--- config.mk ---
export PLATFORM = sky130hd
export DESIGN_NAME = vec_pair_loader_flat
export DESIGN_NICKNAME = d
export VERILOG_FILES = /design/src/rtl/dp_pkg.sv /design/src/rtl/vec_pair_loader_if.sv /design/src/rtl/vpl_fifo2.sv /design/src/rtl/vec_pair_loader.sv /design/src/flat_wrapper.sv
export SDC_FILE = /design/constraint.sdc
export NUM_CORES = 1
export LEC_CHECK = 0
export BUFFER_PORTS_ARGS = -buffer_cell sky130_fd_sc_hd__buf_2
export CORE_ASPECT_RATIO = 1.2
export CORE_MARGIN = 4
export CORE_UTILIZATION = 50
export CTS_CLUSTER_SIZE = 10
export DETAILED_ROUTE_END_ITERATION = 8
export GPL_TIMING_DRIVEN = 0
export PLACE_DENSITY = 0.71
export SYNTH_ARGS = -nofsm -noshare
export SYNTH_HDL_FRONTEND = slang
export SYNTH_HIERARCHICAL = 1
export SYNTH_SLANG_ARGS = --single-unit
--- constraint.sdc ---
create_clock -name clk -period 7.8 [get_ports clk]
set_input_delay 1.17 -clock clk [delete_from_list [all_inputs] [get_ports clk]]
set_output_delay 1.17 -clock clk [all_outputs]
set_load 0.005 [all_outputs]
--- src/rtl/dp_pkg.sv ---
// Shared definitions for the vector-pair loader and the dot_product stage:
// data/length widths and the loader state encoding.
package dp_pkg;

    localparam int DP_WIDTH = 16;
    localparam int DP_LEN_W = 6;

    typedef enum logic [1:0] {
        LD_IDLE  = 2'd0,
        LD_LOAD  = 2'd1,
        LD_DRAIN = 2'd2
    } loader_state_e;

endpackage

--- src/rtl/vec_pair_loader_if.sv ---
// Host-side tagged element stream plus the A and B streams toward dot_product.
interface vec_pair_loader_if
    import dp_pkg::*;
#(
    parameter int WIDTH = DP_WIDTH
);
    logic [WIDTH-1:0] in_data;
    logic             in_sel;
    logic             in_valid;
    logic             in_ready;

    logic [WIDTH-1:0] a_data;
    logic             a_valid;
    logic             a_ready;

    logic [WIDTH-1:0] b_data;
    logic             b_valid;
    logic             b_ready;

    modport master (
        output in_data, in_sel, in_valid, a_ready, b_ready,
        input  in_ready, a_data, a_valid, b_data, b_valid
    );

    modport slave (
        input  in_data, in_sel, in_valid, a_ready, b_ready,
        output in_ready, a_data, a_valid, b_data, b_valid
    );

endinterface

--- src/rtl/vpl_fifo2.sv ---
// Two-entry FIFO with a registered head; push into a full FIFO is legal when
// the head is popped in the same cycle. Storage clears on reset.
module vpl_fifo2 #(
    parameter int WIDTH = 16
) (
    input  logic             clk,
    input  logic             rst,
    input  logic             push,
    input  logic             pop,
    input  logic [WIDTH-1:0] wdata,
    output logic [WIDTH-1:0] rdata,
    output logic             empty,
    output logic             full
);

    logic [WIDTH-1:0] mem0;
    logic [WIDTH-1:0] mem1;
    logic [1:0]       cnt;
    logic             do_push;
    logic             do_pop;

    assign empty   = (cnt == 2'd0);
    assign full    = (cnt == 2'd2);
    assign rdata   = mem0;
    assign do_pop  = pop && !empty;
    assign do_push = push && (!full || do_pop);

    always_ff @(posedge clk) begin
        if (rst) begin
            mem0 <= '0;
            mem1 <= '0;
            cnt  <= 2'd0;
        end else begin
            case ({do_push, do_pop})
                2'b10: begin
                    if (cnt == 2'd0) mem0 <= wdata;
                    else             mem1 <= wdata;
                    cnt <= cnt + 2'd1;
                end
                2'b01: begin
                    mem0 <= mem1;
                    cnt  <= cnt - 2'd1;
                end
                2'b11: begin
                    // occupancy unchanged; the new word lands behind the survivor
                    if (cnt == 2'd1) begin
                        mem0 <= wdata;
                    end else begin
                        mem0 <= mem1;
                        mem1 <= wdata;
                    end
                end
                default: ;
            endcase
        end
    end

endmodule

--- src/rtl/vec_pair_loader.sv ---
// Splits a tagged host stream into the A and B operand vectors of a dot
// product, buffering each channel in a 2-entry FIFO.
//
// state    | meaning
// ---------+------------------------------------------------------------
// LD_IDLE  | waiting for start; in_ready low, FIFOs empty
// LD_LOAD  | accepting beats until both channels hold len elements
// LD_DRAIN | all elements counted; waiting for both FIFOs to empty
module vec_pair_loader
    import dp_pkg::*;
#(
    parameter int WIDTH = DP_WIDTH,
    parameter int LEN_W = DP_LEN_W
) (
    input  logic             clk,
    input  logic             rst,
    input  logic             start,
    input  logic [LEN_W-1:0] len,
    output logic             busy,
    output logic             done,
    output logic             err_extra,
    vec_pair_loader_if.slave bus
);

    loader_state_e state;
    loader_state_e state_nxt;

    logic [LEN_W:0] len_q;
    logic [LEN_W:0] cnt_a;
    logic [LEN_W:0] cnt_b;
    logic [LEN_W:0] cnt_a_nxt;
    logic [LEN_W:0] cnt_b_nxt;
    logic [LEN_W:0] sel_cnt;

    logic sel_done;
    logic sel_room;
    logic in_ready;
    logic beat;
    logic drop;
    logic start_ok;

    logic a_push, a_pop, a_full, a_empty;
    logic b_push, b_pop, b_full, b_empty;

    assign a_pop = !a_empty && bus.a_ready;
    assign b_pop = !b_empty && bus.b_ready;

    // A beat for a channel that already has len elements is accepted and dropped
    always_comb begin
        sel_cnt   = bus.in_sel ? cnt_b : cnt_a;
        sel_done  = (sel_cnt == len_q);
        sel_room  = bus.in_sel ? (!b_full || b_pop) : (!a_full || a_pop);
        in_ready  = (state == LD_LOAD) && (sel_done || sel_room);
        beat      = bus.in_valid && in_ready;
        a_push    = beat && !bus.in_sel && !sel_done;
        b_push    = beat &&  bus.in_sel && !sel_done;
        drop      = beat && sel_done;
        cnt_a_nxt = cnt_a + (LEN_W+1)'(a_push);
        cnt_b_nxt = cnt_b + (LEN_W+1)'(b_push);
    end

    always_comb begin
        state_nxt = state;
        done      = 1'b0;
        start_ok  = 1'b0;
        unique case (state)
            LD_IDLE: begin
                if (start) begin
                    start_ok  = 1'b1;
                    state_nxt = (len == '0) ? LD_DRAIN : LD_LOAD;
                end
            end
            LD_LOAD: begin
                if ((cnt_a_nxt == len_q) && (cnt_b_nxt == len_q))
                    state_nxt = LD_DRAIN;
            end
            LD_DRAIN: begin
                if (a_empty && b_empty) begin
                    done      = 1'b1;
                    state_nxt = LD_IDLE;
                end
            end
            default: state_nxt = LD_IDLE;
        endcase
    end

    always_ff @(posedge clk) begin
        if (rst) begin
            state     <= LD_IDLE;
            len_q     <= '0;
            cnt_a     <= '0;
            cnt_b     <= '0;
            err_extra <= 1'b0;
        end else begin
            state <= state_nxt;
            if (start_ok) begin
                len_q     <= {1'b0, len};
                cnt_a     <= '0;
                cnt_b     <= '0;
                err_extra <= 1'b0;
            end else begin
                cnt_a <= cnt_a_nxt;
                cnt_b <= cnt_b_nxt;
                if (drop) err_extra <= 1'b1;
            end
        end
    end

    vpl_fifo2 #(.WIDTH(WIDTH)) u_fifo_a (
        .clk   (clk),
        .rst   (rst),
        .push  (a_push),
        .pop   (a_pop),
        .wdata (bus.in_data),
        .rdata (bus.a_data),
        .empty (a_empty),
        .full  (a_full)
    );

    vpl_fifo2 #(.WIDTH(WIDTH)) u_fifo_b (
        .clk   (clk),
        .rst   (rst),
        .push  (b_push),
        .pop   (b_pop),
        .wdata (bus.in_data),
        .rdata (bus.b_data),
        .empty (b_empty),
        .full  (b_full)
    );

    assign busy         = (state != LD_IDLE);
    assign bus.in_ready = in_ready;
    assign bus.a_valid  = !a_empty;
    assign bus.b_valid  = !b_empty;

endmodule

--- src/flat_wrapper.sv ---
// flat-port wrapper written by rule: the top's interface ports become plain ports
module vec_pair_loader_flat import dp_pkg::*;
#(
    parameter int WIDTH = DP_WIDTH,
    parameter int LEN_W = DP_LEN_W
)
  (clk, rst, start, len, busy, done, err_extra, bus_in_data, bus_in_sel, bus_in_valid, bus_a_ready, bus_b_ready, bus_in_ready, bus_a_data, bus_a_valid, bus_b_data, bus_b_valid);
  vec_pair_loader_if #(.WIDTH(WIDTH)) bus_i ();
  input  logic clk;
  input  logic rst;
  input  logic start;
  input  logic [LEN_W-1:0] len;
  output logic busy;
  output logic done;
  output logic err_extra;
  input wire logic [$bits(bus_i.in_data)-1:0] bus_in_data;
  input wire logic [$bits(bus_i.in_sel)-1:0] bus_in_sel;
  input wire logic [$bits(bus_i.in_valid)-1:0] bus_in_valid;
  input wire logic [$bits(bus_i.a_ready)-1:0] bus_a_ready;
  input wire logic [$bits(bus_i.b_ready)-1:0] bus_b_ready;
  output wire logic [$bits(bus_i.in_ready)-1:0] bus_in_ready;
  output wire logic [$bits(bus_i.a_data)-1:0] bus_a_data;
  output wire logic [$bits(bus_i.a_valid)-1:0] bus_a_valid;
  output wire logic [$bits(bus_i.b_data)-1:0] bus_b_data;
  output wire logic [$bits(bus_i.b_valid)-1:0] bus_b_valid;
  assign bus_i.in_data = bus_in_data;
  assign bus_i.in_sel = bus_in_sel;
  assign bus_i.in_valid = bus_in_valid;
  assign bus_i.a_ready = bus_a_ready;
  assign bus_i.b_ready = bus_b_ready;
  assign bus_in_ready = bus_i.in_ready;
  assign bus_a_data = bus_i.a_data;
  assign bus_a_valid = bus_i.a_valid;
  assign bus_b_data = bus_i.b_data;
  assign bus_b_valid = bus_i.b_valid;
  vec_pair_loader #(.WIDTH(WIDTH), .LEN_W(LEN_W)) u_core (.clk(clk), .rst(rst), .start(start), .len(len), .busy(busy), .done(done), .err_extra(err_extra), .bus(bus_i));
endmodule
==> run metrics <==
post-synth top area share=0.4125; power share of the clock group=0.359; clk_lat worst skew=0.36 ns; largest net degree at the start of global routing=17; CTS resizes=0; setup TNS=0 ns; Setup crit end kind=flop; final core occ=0.5956; final max-slew violation count=0; sequential share of the synthesized area=0.4125; WHS Path Cells=2; FMAX=0.2225 GHz; Power Internal=0.0007265 W; fin crit period=4.494 ns; CTS Buffer Depth=2; Critical Path RT=8.03 ns; Post-layout nets=597; EDFF count, synth=0; # diodes=0; flop2flop setup slack=3.42 ns; LEAKAGE=2.388 nW; Die Height=111.0 um; Placement Setup Slack=2.560 ns; vias per inst=5.284; fill count=789; count of cell types in the netlist=48; #FFs+latches synth=91; post-CTS setup buffer count=0; reg2reg path depth=12; final setup violation count=0; Starting Density=0.5129; Yosys top cell by area=dfxtp_1; total track usage=0.2026; top_reg_cell synth=dfxtp_1; Max FO, Critical Path=10; clock skew=0.01186 ns; HP Class=flop to flop; FF-to-FF End=u_core/state[0]$_SDFFE_PP0P_; CTS tree=built; die width=93.80 um; maxcap violations=0; top post-synthesis cells by area=dfxtp_1 41%, mux2i_1 10%, nor2_1 6.5%, a211oi_2 5.1%, a21oi_1 4.1%; gr ovfl total=0; layout cells sized above 1=0.2700; total core area=0.008611 mm^2; DRT Pass-1 Iters=5; Startpoint Class=input pin; Avg WL per Cell=15.01 um; root buffer cell=clkbuf_8; # H-tree levels=3; Net Sw Frac=0.2707; Reg power frac=0.495; worst vdd ir=0.00009668 V; post-route ant nets=0; Synthesized Nets=520; cell count after synthesis=481; Synth Cell Area=0.004417 mm^2; final WL=10210 um; Die ar.=0.01041 mm^2; PwrDens=194.2 mW/mm^2; PortBufs=66; CTS Hold Bufs=0; IO Count=67; WHS=0.4841 ns; crit path DAT=4.72 ns; FF-to-FF Start=u_core/u_fifo_b/cnt[0]$_SDFFE_PP0P_; Synth-to-Final Area Change=16.12%; Pwr Total=0.0009961 W; # DRC=0; Gate power share=0.146; critical hold path startpoint=u_core/u_fifo_a/mem1[1]$_SDFFE_PP0P_; number of core rows=37; vias in the first global route=3562; routability cong.=0.8852; hpwl dp=7584 um; initial antenna violation count=0; sw power=0.0002696 W; synthesis warning total=6; cts bufs inserted=9; 1st-iter DRT viols=148; RSZ-0062 raised after global routing=false; Final WS setup=3.306 ns; outcome=finished, final reports clean; Hold Path Sink=u_core/u_fifo_a/rdata[1]$_SDFFE_PP0P_; Syn Area/Cell=9.182 um^2; FFs w/ async S/R, synth=0; Reg clk slew, reported paths=0.09 ns; Final period util=0.5761; global-route wire length before repair=17020 um; worst rel slew slack=0.3897; Hold Violations, Final=0; Worst Tran Pin Value=0.9131 ns; WS Path Type=input pin to flop; vias post-DR=3593; Sink Count=91
worst max-delay path, stage by stage:
cell,delay (ns)
buf_2,0.14
buf_6,0.16
mux2i_1,0.25
xnor2_1,0.16
nor4_2,0.10
nor4b_2,0.82
ha_1,0.35
ha_1,0.27
or3_1,0.34
a22oi_1,0.23
o2111ai_1,0.16
nor3_1,0.42
a31oi_1,0.14
per-stage QoR:
| step | instances | instance area (um^2) |
|---|---|---|
| 5_1_grt | 680 | 5129 |
| 3_3_place_gp | 664 | 4893 |
| 4_1_cts | 680 | 5122 |
| 2_1_floorplan | 481 | 4417 |
| 3_5_place_dp | 664 | 4900 |
| 6_report | 680 | 5129 |
placed cells by master (no fill, tap or decap), drive strengths merged, types with 2 or more instances in the layout:
| master | netlist | routed |
|---|---|---|
| nor2 | 95 | 95 |
| dfxtp | 91 | 91 |
| buf | 18 | 84 |
| nand2 | 48 | 48 |
| mux2i | 44 | 44 |
| a21oi | 40 | 40 |
| a211oi | 32 | 32 |
| clkbuf | 7 | 16 |
| inv | 11 | 13 |
| nand3 | 10 | 10 |
| ha | 10 | 10 |
| xor2 | 9 | 9 |
| xnor2 | 8 | 8 |
| nor3 | 5 | 5 |
| nor3b | 4 | 4 |
| a31oi | 4 | 4 |
| and2 | 4 | 4 |
| a311oi | 4 | 4 |
| nor2b | 4 | 4 |
| nand2b | 4 | 4 |
| or2 | 3 | 3 |
| or3 | 3 | 3 |
| nor4 | 3 | 3 |
| and2b | 3 | 3 |
| bufinv | 0 | 2 |
| and3 | 2 | 2 |
| a21o | 2 | 2 |
| nand3b | 2 | 2 |
| o21ai | 2 | 2 |
| clkinv | 0 | 2 |
registers in the layout (all words and copies together) (netlist names), 6 cells and up:
name                   count
u_core/u_fifo_b/rdata     16
u_core/cnt_b               7
u_core/u_fifo_a/mem1      16
u_core/u_fifo_b/mem1      16
u_core/cnt_a               7
u_core/u_fifo_a/rdata     16
u_core/len_q               6
cell usage after synthesis (all sizes together) (3+ instances only):
cell	count
and2b	3
nor2b	4
a31oi	4
nand3	10
and2	4
dfxtp	91
nor3	5
mux2i	44
nor4	3
xnor2	8
a211oi	32
or3	3
buf	18
inv	11
nand2	48
xor2	9
nor3b	4
a21oi	40
nor2	95
a311oi	4
ha	10
clkbuf	7
or2	3
nand2b	4
area by class of cell:
| class | count | area (um^2) | share of cell area |
|---|---|---|---|
| plain buffers | 25 | 190.2 | 0.03708 |
| well taps | 117 | 146.4 | 0.02854 |
| flip-flops and latches | 91 | 1822 | 0.3552 |
| repair buffers | 66 | 330.3 | 0.06441 |
| clock inverters | 7 | 98.84 | 0.01927 |
| clock buffers | 9 | 123.9 | 0.02415 |
| multi-input cells | 354 | 2376 | 0.4633 |
| inverters | 11 | 41.29 | 0.008051 |
worst max path at each step:
| stage | end | start | slack (ns) | cells after the start |
|---|---|---|---|---|
| global placement | u_core/state[0]$_SDFFE_PP0P_ | bus_in_sel | 2.38 | 13 |
| detailed placement | u_core/state[0]$_SDFFE_PP0P_ | bus_in_sel | 2.56 | 13 |
| CTS | u_core/state[0]$_SDFFE_PP0P_ | bus_in_sel | 2.92 | 13 |
| finish | u_core/state[0]$_SDFFE_PP0P_ | bus_in_sel | 3.31 | 13 |
| global route | u_core/state[0]$_SDFFE_PP0P_ | bus_in_sel | 3.20 | 13 |
| floorplan | u_core/state[0]$_SDFFE_PP0P_ | bus_in_sel | 3.42 | 12 |
cells by family (layout without fill, tap and decap cells):
| family | Yosys count | after routing | share of synthesized area |
|---|---|---|---|
| AO/OA/AOI/OAI | 91 | 91 | 0.1635 |
| AND/OR/NAND/NOR | 192 | 192 | 0.2099 |
| XOR/XNOR | 17 | 17 | 0.03371 |
| flip-flops | 91 | 91 | 0.4125 |
| buffers and inverters | 36 | 118 | 0.05241 |
| adder cells (fa/ha/maj) | 10 | 10 | 0.02833 |
| multiplexers | 44 | 44 | 0.09972 |
metal layers:
layer	track usage	wire length, um	vias to the layer above
li1	-	-	1810
met5	0	0	-
met3	0.03666	474	15
met1	0.2479	4485	1684
met4	0.07418	191	0
met2	0.3496	5056	84
power by group through the flow:
stage | Clock [W] | Sequential (W) | Combinational, W
global route | 0.000384 | 0.000496 | 0.000160
CTS | 0.000365 | 0.000493 | 0.000147
floorplan | 0 | 0.000503 | 0.0000969
detailed placement | 0 | 0.000504 | 0.000146
finish | 0.000357 | 0.000493 | 0.000146
global placement | 0 | 0.000503 | 0.000143
No activity file was read; power rests on OpenSTA's default activity.
